<file path="config.mk">
export PLATFORM = sky130hd
export DESIGN_NAME = vram_fill
export DESIGN_NICKNAME = d
export VERILOG_FILES = /design/src/rtl/vga_pkg.sv /design/src/rtl/vram_fill_addr_gen.sv /design/src/rtl/vram_fill.sv
export SDC_FILE = /design/constraint.sdc
export NUM_CORES = 1
export LEC_CHECK = 0
export CAP_MARGIN = 20
export CELL_PAD_IN_SITES_DETAIL_PLACEMENT = 1
export CELL_PAD_IN_SITES_GLOBAL_PLACEMENT = 1
export CORE_MARGIN = 4
export CORE_UTILIZATION = 53
export DETAILED_ROUTE_END_ITERATION = 10
export DONT_BUFFER_PORTS = 1
export PLACE_DENSITY_LB_ADDON = 0.12
export SLEW_MARGIN = 40
export SYNTH_ARGS = -nofsm -noshare
export SYNTH_HDL_FRONTEND = slang
export SYNTH_SLANG_ARGS = --single-unit
</file>
<file path="constraint.sdc">
create_clock -name clk -period 7.1 [get_ports clk]
set_clock_uncertainty 0.2 [all_clocks]
set_input_delay 0.355 -clock clk [delete_from_list [all_inputs] [get_ports clk]]
set_output_delay 0.355 -clock clk [all_outputs]
set_load 0.02 [all_outputs]
</file>
<file path="src/rtl/vga_pkg.sv">
// Shared display constants and the fill-engine state type.
package vga_pkg;

    localparam int H_RES   = 640;
    localparam int V_RES   = 480;
    localparam int COLOR_W = 12;
    localparam int ROW_W   = 9;
    localparam int COL_W   = 10;

    typedef enum logic [1:0] {
        ST_IDLE = 2'd0,
        ST_FILL = 2'd1,
        ST_DONE = 2'd2
    } fill_state_t;

endpackage

</file>
<file path="src/rtl/vram_fill_addr_gen.sv">
// Raster address generator for a rectangle fill.
// load captures the rectangle and starts at its top-left pixel; advance
// steps one pixel in raster order. last marks the bottom-right pixel, and
// the owner stops advancing there, so the row never moves past y1.
module vram_fill_addr_gen
    import vga_pkg::*;
(
    input  logic             clk,
    input  logic             rstn,
    input  logic             load,
    input  logic             advance,
    input  logic [COL_W-1:0] x0,
    input  logic [COL_W-1:0] x1,
    input  logic [ROW_W-1:0] y0,
    input  logic [ROW_W-1:0] y1,
    output logic [ROW_W-1:0] row,
    output logic [COL_W-1:0] col,
    output logic             last
);

    logic [COL_W-1:0] x0_q;
    logic [COL_W-1:0] x1_q;
    logic [ROW_W-1:0] y1_q;

    // Capture rectangle bounds on load, step the raster cursor on advance.
    always_ff @(posedge clk or negedge rstn) begin
        if (!rstn) begin
            x0_q <= '0;
            x1_q <= '0;
            y1_q <= '0;
            row  <= '0;
            col  <= '0;
        end else if (load) begin
            x0_q <= x0;
            x1_q <= x1;
            y1_q <= y1;
            row  <= y0;
            col  <= x0;
        end else if (advance) begin
            if (col == x1_q) begin
                col <= x0_q;
                row <= row + 1'b1;
            end else begin
                col <= col + 1'b1;
            end
        end
    end

    // The cursor sits on the final pixel of the rectangle.
    always_comb begin
        last = (col == x1_q) && (row == y1_q);
    end

endmodule

</file>
<file path="src/rtl/vram_fill.sv">
// Rectangle fill engine: accepts one fill command at a time and issues one
// VRAM write request per pixel in raster order.
// Handshakes: a command transfers on a cycle with cmd_valid=1 and
// cmd_ready=1; a pixel write completes on a cycle with wen=1 and wr_gnt=1,
// and wr_row/wr_col/wr_data hold steady until that cycle. wr_gnt without wen
// and cmd_valid without cmd_ready are ignored.
module vram_fill #(
    parameter int H_RES   = vga_pkg::H_RES,
    parameter int V_RES   = vga_pkg::V_RES,
    parameter int COLOR_W = vga_pkg::COLOR_W
) (
    input  logic                      clk,
    input  logic                      rstn,
    input  logic                      cmd_valid,
    output logic                      cmd_ready,
    input  logic [vga_pkg::COL_W-1:0] cmd_x0,
    input  logic [vga_pkg::COL_W-1:0] cmd_x1,
    input  logic [vga_pkg::ROW_W-1:0] cmd_y0,
    input  logic [vga_pkg::ROW_W-1:0] cmd_y1,
    input  logic [COLOR_W-1:0]        cmd_color,
    output logic                      wen,
    input  logic                      wr_gnt,
    output logic [vga_pkg::ROW_W-1:0] wr_row,
    output logic [vga_pkg::COL_W-1:0] wr_col,
    output logic [COLOR_W-1:0]        wr_data,
    output logic                      busy,
    output logic                      done,
    output logic                      err,
    output vga_pkg::fill_state_t      state_dbg
);

    localparam int COL_W = vga_pkg::COL_W;
    localparam int ROW_W = vga_pkg::ROW_W;
    localparam logic [COL_W-1:0] X_MAX = COL_W'(H_RES - 1);
    localparam logic [ROW_W-1:0] Y_MAX = ROW_W'(V_RES - 1);

    vga_pkg::fill_state_t state;
    vga_pkg::fill_state_t state_nxt;

    logic [COL_W-1:0]   x1_clamp;
    logic [ROW_W-1:0]   y1_clamp;
    logic               cmd_bad;
    logic               load;
    logic               advance;
    logic               last;
    logic [COLOR_W-1:0] color_q;
    logic               err_q;

    // Clamp the far corner to the screen and decide whether the command is usable.
    always_comb begin
        x1_clamp = (cmd_x1 > X_MAX) ? X_MAX : cmd_x1;
        y1_clamp = (cmd_y1 > Y_MAX) ? Y_MAX : cmd_y1;
        cmd_bad  = (cmd_x0 > X_MAX) || (cmd_y0 > Y_MAX) ||
                   (cmd_x0 > x1_clamp) || (cmd_y0 > y1_clamp);
    end

    // State register.
    always_ff @(posedge clk or negedge rstn) begin
        if (!rstn) begin
            state <= vga_pkg::ST_IDLE;
        end else begin
            state <= state_nxt;
        end
    end

    // Next-state and outputs; outputs decode from state so reset clears them at once.
    always_comb begin
        state_nxt = state;
        cmd_ready = 1'b0;
        wen       = 1'b0;
        done      = 1'b0;
        busy      = 1'b0;
        load      = 1'b0;
        advance   = 1'b0;
        case (state)
            vga_pkg::ST_IDLE: begin
                cmd_ready = 1'b1;
                if (cmd_valid && !cmd_bad) begin
                    load      = 1'b1;
                    state_nxt = vga_pkg::ST_FILL;
                end
            end
            vga_pkg::ST_FILL: begin
                wen  = 1'b1;
                busy = 1'b1;
                if (wr_gnt) begin
                    if (last) begin
                        state_nxt = vga_pkg::ST_DONE;
                    end else begin
                        advance = 1'b1;
                    end
                end
            end
            vga_pkg::ST_DONE: begin
                done      = 1'b1;
                busy      = 1'b1;
                state_nxt = vga_pkg::ST_IDLE;
            end
            default: begin
                state_nxt = vga_pkg::ST_IDLE;
            end
        endcase
    end

    // Colour capture on acceptance; reject pulse one cycle after a bad command.
    always_ff @(posedge clk or negedge rstn) begin
        if (!rstn) begin
            color_q <= '0;
            err_q   <= 1'b0;
        end else begin
            err_q <= (state == vga_pkg::ST_IDLE) && cmd_valid && cmd_bad;
            if (load) begin
                color_q <= cmd_color;
            end
        end
    end

    vram_fill_addr_gen u_addr_gen (
        .clk     (clk),
        .rstn    (rstn),
        .load    (load),
        .advance (advance),
        .x0      (cmd_x0),
        .x1      (x1_clamp),
        .y0      (cmd_y0),
        .y1      (y1_clamp),
        .row     (wr_row),
        .col     (wr_col),
        .last    (last)
    );

    assign wr_data   = color_q;
    assign err       = err_q;
    assign state_dbg = state;

endmodule

</file>
# Yosys cells after proc, flatten, opt, wreduce, memory -nomap -nowiden
# Index checks and enable logic that the tools add are counted.
totals:
  reg_bits: 63
  in_bits: 54
  out_inout_bits: 38
op_classes:
  addsub: 2
  n_lt_le_gt_ge: 6
  n_eq_ne: 7
  n_mux: 21
  n_reduce_logical: 14
ops:
  columns: ["cell", "n"]
  rows:
  - ["two-way mux 10 bit", 4]
  - ["two-way mux 9 bit", 4]
  - ["greater-than comparator 10 bit, second input constant", 2]
  - ["greater-than comparator 9 bit, second input constant", 2]
  - ["adder 10 x 1 -> 10 bit, second input constant", 1]
  - ["equality test 10 bit", 1]
  - ["greater-than comparator 10 bit", 1]
  - ["adder 9 x 1 -> 9 bit, second input constant", 1]
  - ["equality test 9 bit", 1]
  - ["greater-than comparator 9 bit", 1]
  - ["two-way mux 1 bit", 9]
  - ["two-way mux 2 bit", 3]
  - ["inequality test 2 bit, second input constant", 3]
  - ["logical AND 1 bit", 4]
  - ["case mux 2 bit (2 select lines)", 1]
  - ["nonzero test 2 bit", 2]
  - ["logical OR 1 bit", 3]
  - ["AND reduction 3 bit", 1]
  - ["equality test 2 x 1 -> 1 bit, second input constant", 1]
  - ["equality test 2 bit, second input constant", 1]
  - ["zero test 2 bit", 1]
  - ["AND reduction 2 bit", 1]
  - ["OR reduction 2 bit", 1]
  - ["zero test 1 bit", 1]

# Depth between registers and ports, before layout
# Gate-level depths: netlist (run 1).
logic_depth:
  ltp_word: 11
  depth_mapped: 13
  mapped_depth_nobuf: 10

# Hierarchy
# Synthesis (run 1) repeated with hierarchy kept, for this count alone.
hier_totals:
  hier_cells: 372
  hier_area_um2: 3891.2
modules_own_cells:
  columns: ["mod", "n_inst", "cells_per_inst", "area_each_um2", "seq_area_each_um2"]
  rows:
  - ["vram_fill_addr_gen", 1, 229, 2548.7, 1201.2]
  - ["vram_fill", 1, 143, 1342.5, 375.4]

# Least setup slack after synthesis (run 1)
# Ideal clock, no wire load.
synth_path:
  kind: "input to register"
  start: "input cmd_y1[7] (netlist name)"
  end: "register u_addr_gen.col[1]"
  setup_time_ps: 125
  arrival_time_ps: 2745
  t_required_ps: 6775
  slack_ps: 4030
  path_stages: 12
  path_buffers: 2
  cell_sequence: "inv_1 nor3_1 nor2_1 ha_1 nand3_1 nor3_1 o211ai_1 a311oi_2 and2_1 buf_2 buf_4 mux2_2"
synth_via:
  elab_chain_len: 9
  word_cells_on_any_way: 10
  cone_classes: "order compare: 2; mux: 4; reduce/logical: 4"
synth_rtl:
  columns: ["item", "line", "text"]
  rows:
  - ["start: declaration", "vram_fill.sv:19", "input logic [vga_pkg::ROW_W-1:0] cmd_y1,"]
  - ["greater-than comparator 9 bit", "vram_fill.sv:52", "y1_clamp = (cmd_y1 > Y_MAX) ? Y_MAX : cmd_y1;"]
  - ["two-way mux 9 bit *", "vram_fill.sv:52", null]
  - ["greater-than comparator 9 bit *", "vram_fill.sv:54", "(cmd_x0 > x1_clamp) || (cmd_y0 > y1_clamp);"]
  - ["logical OR 1 bit *", "vram_fill.sv:54", null]
  - ["zero test 1 bit *", "vram_fill.sv:78", "if (cmd_valid && !cmd_bad) begin"]
  - ["logical AND 1 bit *", "vram_fill.sv:78", null]
  - ["two-way mux 1 bit *", "vram_fill.sv:78", null]
  - ["two-way mux 1 bit *", "vram_fill.sv:75", "case (state)"]
  - ["two-way mux 10 bit or nonzero test 2 bit (tied branches)", null, null]
  - ["end signal: assignment", "vram_fill_addr_gen.sv:41", "col <= x0_q;"]
  - ["end signal: assignment", "vram_fill_addr_gen.sv:44", "col <= col + 1'b1;"]
  - ["end: declaration", "vram_fill_addr_gen.sv:17", "output logic [COL_W-1:0] col,"]
# Mark *: on every way between the ends. The rest lies on a longest branch, timed or not.
# A chain may end at the register's enable or synchronous reset.

# Final worst setup path (run 1)
# Same ends and word-level chain as after synthesis.

==> results.ini, run 1 <==
[yosys]
async_flop_share_pct=100
netlist.area_leader.share_pct=41.2
synth_top_cell_by_area=dfrtp_1
synthesis.area_um2=3830
syn_inst=377
yosys_register_bits=63
syn_avg_cell_area_um2=10.1
synth_edf_count=0
ys.warnings.count=0
yosysUniqueCellTypes=51
synth_top_flop_cell=dfrtp_1
yosysMostFrequentCell=dfrtp_1
syn_nets=455
synth.top_cells.by_area=dfrtp_1 (41%), mux2_2 (8.8%), ha_1 (7.8%)
synthTopCellsByCount=dfrtp_1 (63), mux2_2 (30), a21oi_1 (29), ha_1 (24), nand3_1 (23)
yosysSeqAreaShare_pct=41.2

[routing]
wire_per_inst_um=26.1
ant_nets=0
via_per_inst=6.61
wl_mm=13.4
drt-pass1-iter-count=6
drcViolationCount=0
vias=3411
initialDrtViolationCount=312

[placement]
numPortBuffers=0
post-dp-hpwl_mm=7.88
place_area_um2=3890
routabilityCongestion=0.804

[grt]
gr-usage-met1_pct=39.6
grt_max_degree=64
grt.total_usage_pct=32.2
grt_first_pass_wirelength_mm=21.2
overflow=0
busiest_layer=met2
grt_pass1_vias=3703
grt_util_met2_pct=53.8
antenna_found_initial=0
met3_usage_pct=8.37

[clock_tree]
cts_root_buffer=clkbuf_8
cts_setup_buffers=0
cts-hold-fix-buffers=39
cts_tree=yes
cts_buffers=9
insertion_delay_ps=350
cts_resized=0
h-tree-depth=3
clk_path_buf_depth=2
path_clk_slew_ps=80
clock_sinks=63

[min_path]
hp-start=cmd_x1[3]
worstHoldPathType=in -> reg
holdPathStages=2
whs_endpoint=u_addr_gen.x1_q[3]

[die]
dieHeight_um=93.0
core-area_um2=6910
row_count=30
die_w_um=93.0
io_pins=92
start_util_pct=55.4
dieArea_um2=8640

[setup_path]
slowest_delay_ps=570
crit_buf_inv=3
endpoint_kind=flip-flop
reg2reg_from=state_dbg[1]
worst-r2r-cell-count=6
cpLargestDelayFamily=simple AND/OR/NAND/NOR gates
r2r-end=u_addr_gen.col[1]
cp-start-kind=primary input
crit_arrival_ps=3910
rrSetupSlack_ps=4000
path_class=in -> reg
crit_chain=inv_1 > nor3_1 > nor2_1 > ha_1 > nand3_1 > nor3_1 > o211ai_1 > a311oi_2 > buf_4 > and2_2 > buf_4 > mux2_2
slowest_stage=buf_4
path_max_fanout=60
crit_required_ps=7130

[timing]
fmax_mhz=258
relSlewSlack_pct=50.3
rsz0062_at_grt=false
setup_viol=0
worst_pin_slew_ps=746
fin_crit_ps=3880
hold_viol_final=0
slew_viol_final=0
finalCritPeriodShare_pct=54.6
setup_tns_ps=0

[pwr]
peakVddDrop_uv=219
p_leak_nw=1.85
p_per_area_nw_per_um2=402

[finish]
final_core_util_pct=65.4
area_delta_synth_final_pct=18.1
final_cell_area_um2=4520
drive_gt1_share_pct=14.3
fill_cells=751
nets=493
n_antenna_cell=0

[outcome]
status=complete, no violations

[flow_run]
drv_cap=0

layout by cell type (no fill, tap or decap), drive strengths merged, types with 12 or more instances in the layout:
cell	count
a21oi	29
dfrtp	63
dlygate4sd3	38
ha	24
inv	21
mux2	31
nand2	18
nand3	23
nand4	12
nor2	19
o21ai	18
xnor2	18
worst reg2reg max path: stages (launching register included):
cell	delay, ps
dfrtp_1	500
inv_1	130
ha_1	330
and2_2	540
and2_2	240
buf_4	570
mux2_2	480
power breakdown:
part | total (mW) | switching [mW] | internal [mW]
registers | 0.844 | 0.321 | 0.523
clock network | 0.364 | 0.166 | 0.198
logic | 0.608 | 0.340 | 0.268
total | 1.82 | 0.827 | 0.989
metal layers:
metal  vias up  routed length (um)
li1       1459                   -
met1      1705                5320
met2       208                6570
met3        39                1150
met4         0                 406
met5         -                   0
state kept, by name, indices dropped and copies added (netlist names):
name             cells
state_dbg            2
u_addr_gen.x1_q     10
u_addr_gen.row       9
u_addr_gen.y1_q      9
u_addr_gen.x0_q     10
u_addr_gen.col      10
wr_data             12
err                  1
area by class of cell:
cell class | count | area (um^2) | area share [%]
Multi-Input combinational cell | 279 | 2090 | 46.4
Sequential cell | 63 | 1580 | 34.9
Timing Repair Buffer | 42 | 430 | 9.53
Clock buffer | 9 | 124 | 2.74
Tap cell | 96 | 120 | 2.66
Clock inverter | 7 | 96.3 | 2.13
Inverter | 20 | 75.1 | 1.66
how the worst max path moves through the flow:
stage	from	endpoint	slack, ps	depth (start not counted)
floorplan	cmd_y1[7]	u_addr_gen.col[1]	4030	12
global placement	cmd_y1[7]	wr_data[10]	3220	12
detailed placement	cmd_y1[7]	u_addr_gen.row[8]	3080	12
CTS	cmd_y1[7]	u_addr_gen.row[8]	3450	12
global route	cmd_y1[7]	u_addr_gen.col[1]	3030	12
finish	cmd_y1[7]	u_addr_gen.col[1]	3220	12
logic make-up after synthesis:
family          Yosys count  share of synthesized area [%]
mux                      38                           11.0
compound gates           84                           14.0
flops                    63                           41.2
simple gates            105                           15.4
buf+inv                  35                           4.25
fa+ha+maj                24                           7.85
xor+xnor                 28                           6.41
metrics by stage:
step / setup WS, ps / cells / hold WS, ps / power [mW]
after global routing: 3030 / 516 / 13.0 / 1.90
after CTS: 3450 / 516 / 0.851 / 1.76
final: 3220 / 516 / 3.17 / 1.82
after floorplan: 4030 / 377 / -141 / 1.21
after detailed placement: 3080 / 461 / -139 / 1.36
after global placement: 3220 / 461 / -139 / 1.33
No activity file was read; power rests on OpenSTA's default activity.
==> run 2, diff against run 1 <==
--- a/config.mk
+++ b/config.mk
@@ -9,7 +9,7 @@
 export CELL_PAD_IN_SITES_DETAIL_PLACEMENT = 1
 export CELL_PAD_IN_SITES_GLOBAL_PLACEMENT = 1
 export CORE_MARGIN = 4
-export CORE_UTILIZATION = 53
+export CORE_UTILIZATION = 44
 export DETAILED_ROUTE_END_ITERATION = 10
 export DONT_BUFFER_PORTS = 1
 export PLACE_DENSITY_LB_ADDON = 0.12
==> constraint.sdc (replaced) <==
create_clock -name clk -period 3.49 [get_ports clk]
set_clock_uncertainty 0.2 [all_clocks]
set_input_delay 0.1745 -clock clk [delete_from_list [all_inputs] [get_ports clk]]
set_output_delay 0.1745 -clock clk [all_outputs]
set_load 0.02 [all_outputs]
==> results.ini, run 2 (synthesized netlist as in run 1, its figures left out) <==
[grt]
antenna_found_initial=0  ; unchanged
grt_pass1_vias=3618  ; -2.3%
grt_max_degree=64  ; unchanged
grt.total_usage_pct=24.2  ; -8.0 points
overflow=0  ; unchanged
grt_first_pass_wirelength_mm=19.0  ; -10%

[finish]
drive_gt1_share_pct=14.5  ; +0.23 points
nets=514  ; +4.3%
multi_input_area_um2=2090  ; -0.18%
final_cell_area_um2=4710  ; +4.2%
largest_reg_flops=12  ; unchanged
seq_area_um2=1580  ; unchanged
fill_cells=932  ; +24%
final_core_util_pct=56.5  ; -8.9 points
layout_commonest_cell=dfrtp_1
area_delta_synth_final_pct=23.1
n_antenna_cell=0  ; unchanged
mostFrequentLayoutCells=dfrtp_1 (63), dlygate4sd3_1 (53), mux2_2 (30)

[pwr]
p_leak_nw=1.95  ; +5.4%
p_per_area_nw_per_um2=754  ; +88%
peakVddDrop_uv=445  ; +100%

[die]
io_pins=92  ; unchanged
row_count=33  ; +10%
die_w_um=101  ; +8.9%
dieArea_um2=10300  ; +19%
start_util_pct=45.9  ; -9.5 points
dieHeight_um=101  ; +8.9%
core-area_um2=8340  ; +21%

[timing]
holdWs_ps=9.49  ; +6.32 ps
finalCritPeriodShare_pct=89.8
setup_viol=0  ; unchanged
worst_slack_ps=358  ; -2860 ps
slew_viol_final=0  ; unchanged
fmax_mhz=319
setup_tns_ps=0  ; unchanged
worst_pin_slew_ps=614  ; -132 ps
rsz0062_at_grt=false
fin_crit_ps=3130
hold_viol_final=0  ; unchanged
relSlewSlack_pct=58.8  ; +8.5 points

[clock_tree]
clock_sinks=63  ; unchanged
cts_root_buffer=clkbuf_8
path_clk_slew_ps=70  ; about the same
cts_tree=yes
clk_path_buf_depth=2  ; unchanged
insertion_delay_ps=340  ; about the same
h-tree-depth=3  ; unchanged
cts_buffers=9  ; unchanged

[setup_path]
crit_arrival_ps=3150  ; -760 ps
crit_required_ps=3510  ; -3620 ps
cp-start-kind=primary input
path_class=in -> reg
worst-r2r-cell-count=6  ; unchanged
reg2reg_from=u_addr_gen.col[9]
rrSetupSlack_ps=570  ; -3430 ps
endpoint_kind=flip-flop
r2r-end=u_addr_gen.col[9]
path_max_fanout=32  ; -47%

[routing]
initialDrtViolationCount=122  ; -61%
drt-pass1-iter-count=4  ; -2
vias=3214  ; -5.8%
ant_nets=0  ; unchanged
wire_per_inst_um=21.7  ; -17%
wl_mm=11.9  ; -12%
drcViolationCount=0  ; unchanged
via_per_inst=5.89  ; -11%

[placement]
routabilityCongestion=0.836  ; +4.0%
post-dp-hpwl_mm=8.28  ; +5.0%
dp_slack_ps=202  ; -2880 ps
numPortBuffers=0  ; unchanged
place_area_um2=3940  ; +1.3%

[outcome]
status=complete, no violations

[min_path]
whs_endpoint=u_addr_gen.y1_q[5]
holdPathStages=3  ; +1
worstHoldPathType=in -> reg
hp-start=cmd_y1[5]

[flow_run]
drv_cap=0  ; unchanged

-- run 2: changes by cell type in the layout (fill, tap and decap cells not counted), sizes merged --
cell,change
buf,+6
inv,-1
clkinv,+1
bufinv,-1
dlygate4sd3,+15
clkinvlp,-3
clkbuf,+4
-- run 2: critical path: stages --
cell and delay [ps]:
dlygate4sd3_1 570, inv_1 110, nor2_2 290, nor2_1 110
ha_1 330, nand4_1 130, o21bai_1 130, nand4_1 140
a311oi_2 240, and2_2 200, buf_4 330, mux2_2 380
-- run 2: layout make-up --
type                       count  area share, %
sequential                    63           33.5
tap                          105           2.79
clock buffer                  13           3.59
timing repair buffer          63           13.3
clock inverter                 3          0.850
multi-input combinational    279           44.4
inverter                      20           1.59
-- run 2: repair_timing --
action | CTS | global route
buffers inserted | 0 | 0
gates resized for setup | 0 | 1
hold buffers | 54 | 0
setup endpoints to repair | 0 | 11
endpoints found under the hold margin | 125 | 0
-- run 2: per-layer routing --
layer | vias to the layer above | GRT usage [%] | wire (um)
li1 | 1496 | - | -
met1 | 1609 | 29.5 | 5060
met2 | 91 | 40.6 | 5750
met3 | 18 | 6.61 | 778
met4 | 0 | 9.51 | 258
met5 | - | 0 | 0
-- run 2: worst max path at each step --
stage                              end      start  slack [ps]  cells past startpoint
floorplan            u_addr_gen.col[1]  cmd_y1[7]         600                     12
finish              u_addr_gen.x0_q[6]  cmd_x1[9]         360                     12
global route         u_addr_gen.col[6]  cmd_x1[9]         110                     12
detailed placement   u_addr_gen.col[9]  cmd_y1[7]         200                     11
global placement     u_addr_gen.col[5]  cmd_y1[7]         280                     11
CTS                  u_addr_gen.col[9]  cmd_x1[9]         260                     12
-- run 2: metrics by stage --
step | instances | total power, mW
floorplan | 377 | 2.45
global placement | 476 | 2.75
detailed placement | 476 | 2.80
CTS | 546 | 3.55
global route | 546 | 3.78
finish | 546 | 3.55
-- run 2: power breakdown --
group          leakage (nW)  switching [mW]  internal, mW  total [mW]
logic                  1.09           0.633         0.573        1.21
clock network         0.109           0.290         0.387       0.677
registers             0.744           0.602          1.07        1.67
==> run 3, diff against run 2 <==
--- a/config.mk
+++ b/config.mk
@@ -6,10 +6,10 @@
 export NUM_CORES = 1
 export LEC_CHECK = 0
 export CAP_MARGIN = 20
-export CELL_PAD_IN_SITES_DETAIL_PLACEMENT = 1
-export CELL_PAD_IN_SITES_GLOBAL_PLACEMENT = 1
+export CELL_PAD_IN_SITES_DETAIL_PLACEMENT = 0
+export CELL_PAD_IN_SITES_GLOBAL_PLACEMENT = 2
 export CORE_MARGIN = 4
-export CORE_UTILIZATION = 44
+export CORE_UTILIZATION = 36
 export DETAILED_ROUTE_END_ITERATION = 10
 export DONT_BUFFER_PORTS = 1
 export PLACE_DENSITY_LB_ADDON = 0.12
==> results.ini, run 3 (synthesized netlist as in run 1, its figures left out) <==
[die]
io_pins=92  ; unchanged
core-area_um2=10300  ; +24%
row_count=37  ; +12%
die_w_um=111  ; +9.7%
start_util_pct=37.1  ; -8.8 points
dieHeight_um=111  ; +9.7%
dieArea_um2=12300  ; +20%

[setup_path]
slowest_delay_ps=570  ; about the same
slowest_stage=dlygate4sd3_1
crit_buf_inv=2  ; -1
cpLargestDelayFamily=simple AND/OR/NAND/NOR gates
crit_required_ps=3530  ; +20 ps
crit_chain=dlygate4sd3_1 > nand2_1 > nor3_2 > nor2_1 > ha_1 > nand3_1 > nor3_1 > o211ai_1 > a311oi_2 > and2_2 > buf_4 > mux2_2
path_class=in -> reg
endpoint_kind=flip-flop
crit_arrival_ps=3170  ; +20 ps
path_max_fanout=17  ; -47%
cp-start-kind=primary input

[timing]
fin_crit_ps=3130  ; +2.04 ps
setup_tns_ps=0  ; unchanged
worst_pin_slew_ps=517  ; -97.3 ps
fmax_mhz=319  ; about the same
slew_viol_final=0  ; unchanged
hold_viol_final=1  ; +1
finalCritPeriodShare_pct=89.8  ; about the same
rsz0062_at_grt=false
relSlewSlack_pct=65.5  ; +6.8 points
setup_viol=0  ; unchanged
holdWs_ps=-6.63  ; -16.1 ps

[grt]
antenna_found_initial=0  ; unchanged
overflow=0  ; unchanged
grt_max_degree=64  ; unchanged
grt_first_pass_wirelength_mm=18.7  ; -1.9%
grt.total_usage_pct=19.1  ; -5.1 points
grt_pass1_vias=3332  ; -7.9%

[clock_tree]
cts_setup_buffers=0  ; unchanged
path_clk_slew_ps=70  ; about the same
h-tree-depth=3  ; unchanged
cts_tree=yes
cts_buffers=9  ; unchanged
insertion_delay_ps=350  ; about the same
clk_path_buf_depth=2  ; unchanged
cts_root_buffer=clkbuf_8
clock_sinks=63  ; unchanged

[routing]
via_per_inst=5.53  ; -6.0%
drt-pass1-iter-count=4  ; unchanged
vias=3192  ; -0.68%
initialDrtViolationCount=140  ; +15%
ant_nets=0  ; unchanged
wl_mm=11.4  ; -4.1%
drcViolationCount=0  ; unchanged
wire_per_inst_um=19.7  ; -9.2%

[outcome]
violations=negative hold slack
status=finished with violations

[placement]
routabilityCongestion=0.746  ; -11%
place_area_um2=3990  ; +1.3%
post-dp-hpwl_mm=8.29  ; +0.20%
numPortBuffers=0  ; unchanged

[pwr]
p_per_area_nw_per_um2=720  ; -4.5%
p_leak_nw=1.92  ; -1.3%
peakVddDrop_uv=320  ; -28%
power_mw=3.39  ; -4.4%

[flow_run]
drv_cap=0  ; unchanged

[min_path]
worstHoldPathType=in -> reg

[finish]
nets=514  ; unchanged
largest_reg_flops=12  ; unchanged
final_cell_area_um2=4710  ; about the same
n_antenna_cell=0  ; unchanged
drive_gt1_share_pct=14.1  ; -0.45 points
layout_commonest_cell=dfrtp_1
mostFrequentLayoutCells=dfrtp_1 (63), dlygate4sd3_1 (53), mux2_2 (30)
area_delta_synth_final_pct=23.1  ; about the same
final_core_util_pct=45.6  ; -11 points

==> run 3: worst register-to-register path, stage by stage, from the launching register on <==
cell and delay (ps):
dfrtp_1 630, xor2_1 180, nor4_4 510, nand4_4 210, or4_1 590, xnor2_1 150, mux2_1 280
==> run 3: area by class of cell <==
type,instances,area (um^2)
inverter,20,75.1
timing repair buffer,63,638
clock buffer,12,135
tap,136,170
sequential,63,1580
multi-input combinational,279,2090
clock inverter,4,22.5
fill,1034,5610
==> run 3: power by group <==
group / internal, mW / switching, mW / total [mW]
Sequential: 1.07 / 0.589 / 1.65
Clock: 0.255 / 0.294 / 0.548
Combinational: 0.577 / 0.614 / 1.19
Total: 1.90 / 1.50 / 3.39
==> run 3: timing repair <==
action	CTS	global route
gates resized for setup	0	1
hold buffers	54	0
hold endpoints to repair	125	0
endpoints found under the setup margin	0	33
==> run 3: final timing paths <==
path	startpoint	slack, ps	depth (start not counted)	endpoint
worst min register to register	u_addr_gen.x0_q[1]	310	1	u_addr_gen.x0_q[1]
worst max register to register	u_addr_gen.col[6]	620	6	u_addr_gen.row[6]
max in group asynchronous	rstn	2630	2	u_addr_gen.x1_q[9]
worst max-delay path	cmd_y1[5]	360	12	wr_data[0]
worst min-delay path	cmd_y1[8]	-7	4	u_addr_gen.y1_q[1]
min in group asynchronous	rstn	170	2	u_addr_gen.col[0]
==> run 3: through the flow <==
step	hold slack [ps]	std cells	worst slack [ps]
after global routing	33.3	577	67.0
after floorplan	-321	377	601
after detailed placement	-318	507	277
final	-6.63	577	356
after CTS	7.61	577	121
after global placement	-319	507	300
==> run 3: per-layer routing <==
layer / global-route usage (%) / part of all wire [%]
met1: 25.8 / 47
met2: 29.4 / 45
met3: 4.97 / 6.7
met4: 7.38 / 1.8
met5: 0 / 0
